<file path="src/rtl/uart_rx_frame_ctrl.sv">
// uart_rx_frame_ctrl
//   Receive-side frame controller for the UART RX path. Keeps the external
//   edge counter cleared while idle. Oversamples RX_IN at mid-bit and
//   deserializes start, DATA_WIDTH data bits (LSB first), optional parity and
//   one stop bit. Each good byte is presented on P_DATA together with a
//   one-cycle data_valid strobe.
//
//   Optional feature macro: UART_RX_MAJORITY_EN
//     defined   : sampled bit = 2-of-3 majority of samples at Prescale/2-1,
//                 Prescale/2 and Prescale/2+1
//     undefined : sampled bit = single sample at Prescale/2
//
//   Ports
//     CLK, RST            oversampling clock, async active-low reset
//     RX_IN               serial line, idle high, already synchronized
//     Prescale            oversampling ratio (8 or 16), static during a frame
//     PAR_EN, PAR_TYP     parity present / odd(1) or even(0); latched at start
//     bit_counter         frame bit index from the edge counter
//     sample_counter      oversample index within the current bit
//     edge_conter_enable  1 holds the edge counter cleared
//     P_DATA, data_valid  last good byte and its one-cycle strobe
//     par_err, stp_err    error flags of the last frame
module uart_rx_frame_ctrl #(
  parameter int DATA_WIDTH     = 8,
  parameter int COUNTER_WIDTH  = 4,
  parameter int PRESCALE_WIDTH = 5
) (
  input  logic                      CLK,
  input  logic                      RST,
  input  logic                      RX_IN,
  input  logic [PRESCALE_WIDTH-1:0] Prescale,
  input  logic                      PAR_EN,
  input  logic                      PAR_TYP,
  input  logic [COUNTER_WIDTH-1:0]  bit_counter,
  input  logic [PRESCALE_WIDTH-1:0] sample_counter,
  output logic                      edge_conter_enable,
  output logic [DATA_WIDTH-1:0]     P_DATA,
  output logic                      data_valid,
  output logic                      par_err,
  output logic                      stp_err
);

  typedef enum logic [2:0] {
    IDLE,
    START,
    DATA,
    PARITY,
    STOP
  } state_t;

  localparam logic [COUNTER_WIDTH-1:0]  LAST_DATA_BIT = COUNTER_WIDTH'(DATA_WIDTH);
  localparam logic [PRESCALE_WIDTH-1:0] ONE           = PRESCALE_WIDTH'(1);

  state_t                    state_q;
  logic [DATA_WIDTH-1:0]     shift_q;
  logic [DATA_WIDTH-1:0]     p_data_q;
  logic                      valid_q;
  logic                      par_err_q;
  logic                      stp_err_q;
  logic                      enable_q;
  logic                      par_en_q;
  logic                      par_typ_q;

  logic [PRESCALE_WIDTH-1:0] half_w;
  logic                      end_of_bit;
  logic                      samp_bit;
  logic                      samp_mid_q;

  assign half_w     = Prescale >> 1;
  assign end_of_bit = (sample_counter == (Prescale - ONE));

  always_ff @(posedge CLK or negedge RST) begin
    if (!RST) begin
      samp_mid_q <= 1'b1;
    end else if (sample_counter == half_w) begin
      samp_mid_q <= RX_IN;
    end
  end

`ifdef UART_RX_MAJORITY_EN
  logic samp_early_q;
  logic samp_late_q;

  always_ff @(posedge CLK or negedge RST) begin
    if (!RST) begin
      samp_early_q <= 1'b1;
      samp_late_q  <= 1'b1;
    end else begin
      if (sample_counter == (half_w - ONE)) samp_early_q <= RX_IN;
      if (sample_counter == (half_w + ONE)) samp_late_q  <= RX_IN;
    end
  end

  assign samp_bit = (samp_early_q & samp_mid_q) |
                    (samp_early_q & samp_late_q) |
                    (samp_mid_q   & samp_late_q);
`else
  assign samp_bit = samp_mid_q;
`endif

  // Enable is updated on the same edge as the state so that it is already low
  // during the first START cycle; the counter therefore presents
  // sample_counter=0 for that cycle and starts counting on the next edge.
  always_ff @(posedge CLK or negedge RST) begin
    if (!RST) begin
      state_q   <= IDLE;
      shift_q   <= '0;
      p_data_q  <= '0;
      valid_q   <= 1'b0;
      par_err_q <= 1'b0;
      stp_err_q <= 1'b0;
      enable_q  <= 1'b1;
      par_en_q  <= 1'b0;
      par_typ_q <= 1'b0;
    end else begin
      valid_q <= 1'b0;
      case (state_q)
        IDLE: begin
          enable_q <= 1'b1;
          if (!RX_IN) begin
            state_q   <= START;
            enable_q  <= 1'b0;
            par_en_q  <= PAR_EN;
            par_typ_q <= PAR_TYP;
            par_err_q <= 1'b0;
            stp_err_q <= 1'b0;
          end
        end
        START: begin
          if (end_of_bit) begin
            if (samp_bit) begin
              state_q  <= IDLE;
              enable_q <= 1'b1;
            end else begin
              state_q <= DATA;
            end
          end
        end
        DATA: begin
          if (end_of_bit) begin
            shift_q <= {samp_bit, shift_q[DATA_WIDTH-1:1]};
            if (bit_counter == LAST_DATA_BIT) begin
              state_q <= par_en_q ? PARITY : STOP;
            end
          end
        end
        PARITY: begin
          if (end_of_bit) begin
            if ((^shift_q ^ par_typ_q) != samp_bit) par_err_q <= 1'b1;
            state_q <= STOP;
          end
        end
        STOP: begin
          if (end_of_bit) begin
            if (!samp_bit) begin
              stp_err_q <= 1'b1;
            end else if (!par_err_q) begin
              p_data_q <= shift_q;
              valid_q  <= 1'b1;
            end
            state_q  <= IDLE;
            enable_q <= 1'b1;
          end
        end
        default: begin
          state_q  <= IDLE;
          enable_q <= 1'b1;
        end
      endcase
    end
  end

  assign edge_conter_enable = enable_q;
  assign P_DATA             = p_data_q;
  assign data_valid         = valid_q;
  assign par_err            = par_err_q;
  assign stp_err            = stp_err_q;

endmodule
</file>
<file path="config.mk">
export PLATFORM = sky130hd
export DESIGN_NAME = uart_rx_frame_ctrl
export DESIGN_NICKNAME = d
export VERILOG_FILES = /design/src/rtl/uart_rx_frame_ctrl.sv
export SDC_FILE = /design/constraint.sdc
export NUM_CORES = 1
export LEC_CHECK = 0
export BUFFER_PORTS_ARGS = -buffer_cell sky130_fd_sc_hd__buf_2
export CAP_MARGIN = 10
export CORE_ASPECT_RATIO = 0.5
export CORE_MARGIN = 3
export CORE_UTILIZATION = 45
export CTS_BUF_LIST = sky130_fd_sc_hd__clkbuf_8
export DETAILED_ROUTE_END_ITERATION = 8
export HOLD_SLACK_MARGIN = 0.02
export PLACE_DENSITY = 0.69
export SLEW_MARGIN = 20
export SYNTH_ARGS = -nofsm -noshare
export SYNTH_HDL_FRONTEND = slang
export SYNTH_SLANG_ARGS = --single-unit
</file>
<file path="constraint.sdc">
create_clock -name CLK -period 2.7 [get_ports CLK]
set_clock_uncertainty 0.15 [all_clocks]
set_input_delay 0.27 -clock CLK [delete_from_list [all_inputs] [get_ports CLK]]
set_output_delay 0.27 -clock CLK [all_outputs]
set_load 0.03 [all_outputs]
</file>
==> results.yml <==
run_status:
  status: "finished, final reports clean"
synthesis:
  netlist_instances: 119
  yosys_register_bits: 26
  muxShareOfSynthArea_pct: 15.4
  ys_top_cells_by_count: "dfrtp_1, mux2_2, xnor2_1"
  seq_area_frac_synth_pct: 47.6
  async_flop_share_pct: 100
  ys.flop_type: "dfrtp_1"
  synth.largest_area_cell: "dfrtp_1"
  netlist_area_um2: 1370
  synth_xor_area_share_pct: 13.1
  avgSynthCellArea_um2: 11.5
  synth_top_family_by_area: "multiplexers"
  synthSimpleGateAreaFrac_pct: 12.5
  synth_most_common_cell: "dfrtp_1"
  ys.warnings.count: 0
  syn-num-nets: 139
  synth-edff-count: 0
  ys_types: 33
  synth_area_leaders: "dfrtp_1, mux2_2, xnor2_1"
  synth_fa_ha_area_share_pct: 0.912
  synth-compound-area-share_pct: 7.85
  synth_top_area_share_pct: 43.8
layout:
  fill_cells: 234
  finish.utilization_pct: 59.9
  drive_gt1_share_pct: 38.8
  area_growth_pct: 20.2
  fin_nets: 173
  final_cell_area_um2: 1650
  antennaDiodeCount: 0
power:
  total_power_mw: 1.32
  p_leak_nw: 0.820
  powerDensity_nw_per_um2: 802
  ir_drop_mv: 0.374
die:
  die_w_um: 84.1
  placementRows: 13
  core-area_um2: 2750
  dieArea_um2: 3790
  die_h_um: 45.0
  pin_count: 31
  initial_core_util_pct: 49.9
timing:
  worst_pin_slew_ns: 0.570
  rsz0062_at_grt: "false"
  setup_violations: 0
  tns_ns: 0
  slew_violations: 0
  hold_viol_final: 0
  max-slew-margin-rel_pct: 62.0
  fmax_ghz: 0.451
  fin_crit_ns: 2.22
  whs_ns: 0.0768
  finalCritPeriodShare_pct: 82.1
clock_network:
  clk_pin_slew_ns: 0.09
  cts_made_buffers: 3
  insertion_delay_ns: 0.27
  cts_root_buffer: "clkbuf_8"
  cts_resized: 0
  htreeDepth: 1
  clk_path_buf_depth: 2
  cts_tree: "done"
  clock-sinks: 26
setup_path:
  path_delay_family: "simple AND/OR/NAND/NOR gates"
  cp_cell_sequence: "buf_2 -> inv_1 -> ha_1 -> nor4bb_1 -> o211ai_1 -> a211oi_2 -> nor4b_4 -> buf_4 -> mux2_2"
  path_class: "input port to flop"
  cp.arrival_ns: 2.23
  slowest_stage: "a211oi_2"
  crit_path_max_incr_delay_ns: 0.35
  worstPathMaxFanout: 9
  cp.required_ns: 2.71
  cp-end-kind: "flop"
  start_kind: "input port"
  critPathBufInv: 3
global_route:
  grt_max_degree: 27
  grt_first_pass_wirelength_um: 4240
  grt_use_total_pct: 14.2
  grt_pass1_vias: 928
  antenna_found_initial: 0
  grt_overflow_total: 0
routing:
  wire_per_inst_um: 13.0
  drtPass1Iterations: 4
  drc: 0
  vias: 957
  drt-vias-per-instance: 5.06
  drtAntennaViolNets: 0
  totalWireLength_um: 2450
  drt_iter0_drc: 21
place:
  io_buffers: 30
  post-dp-hpwl_um: 1850
  placed_cell_area_um2: 1570
  gp_congestion: 0.801
run:
  drv_cap: 0
worst_hold_path:
  hold_path.class: "input port to flop"
[power breakdown]
part           switching, mW  leakage (nW)  internal, mW  total, mW
combinational          0.222         0.438         0.222      0.444
clock                  0.122        0.0357         0.198      0.320
sequential            0.0883         0.347         0.469      0.557
total                  0.432         0.820         0.889       1.32
[final cells by class]
type	count	area [um^2]	share of cell area, %
Timing Repair Buffer	33	175	10.6
Inverter	5	18.8	1.14
Tap cell	37	46.3	2.81
Clock inverter	1	30.0	1.82
Multi-Input combinational cell	84	683	41.5
Sequential cell	26	653	39.6
Clock buffer	3	41.3	2.51
[per-stage QoR]
stage / setup WS, ns / cells
after floorplan: 0.433 / 119
after global placement: 0.255 / 184
after detailed placement: 0.181 / 184
after CTS: 0.487 / 189
after global routing: 0.280 / 189
final: 0.482 / 189
[state kept, by name (all words and copies together), names as in the netlist]
signal              count
par_en_q                1
P_DATA                  8
edge_conter_enable      1
state_q                 3
samp_bit                1
par_err                 1
shift_q                 8
par_typ_q               1
stp_err                 1
data_valid              1
[cell usage in the layout (no fill, tap or decap), types with 2 or more instances in the layout]
cell and count:
nor3_1 4, dfrtp_1 24, a21oi_1 4, dfstp_2 2, buf_4 2, o21ai_0 2
mux2i_1 2, xor2_1 4, mux2_2 17, inv_1 5, nor2_1 9, a22o_1 2
nor2b_1 2, o21bai_1 2, buf_2 30, clkbuf_8 3, nand2_1 6, xnor2_1 14
[final timing paths]
check                                  startpoint                        endpoint  slack [ns]  cells past startpoint
setup / recovery                      Prescale[0]           P_DATA[6]$_DFFE_PN0P_        0.48                      9
hold / removal                            PAR_TYP           par_typ_q$_DFFE_PN0P_        0.08                      2
setup reg to reg           state_q[0]$_DFFE_PN0P_           P_DATA[6]$_DFFE_PN0P_        0.86                      5
hold reg to reg             P_DATA[3]$_DFFE_PN0P_           P_DATA[3]$_DFFE_PN0P_        0.36                      1
max in group asynchronous                     RST  edge_conter_enable$_DFFE_PN1P_        1.65                      2
min in group asynchronous                     RST           P_DATA[0]$_DFFE_PN0P_        0.37                      2
[timing repair]
item / 4_1_cts / 5_1_grt
endpoints found under the hold margin: 24 / 0
setup buffers: 0 / 0
hold buffers: 1 / 0
[logic make-up after synthesis]
kind of cell / after synthesis
simple gates: 30
flops: 26
xor+xnor: 19
mux: 19
compound gates: 15
buf+inv: 9
fa+ha+maj: 1
[metal layers]
layer	up-vias	GRT usage [%]	share of wire, %
met5	-	0	0
met4	0	3.85	1.1
met3	2	3.46	5.8
met2	29	23.7	47
met1	447	19.1	46
li1	479	-	-
Power figures use the tool's default switching activity.
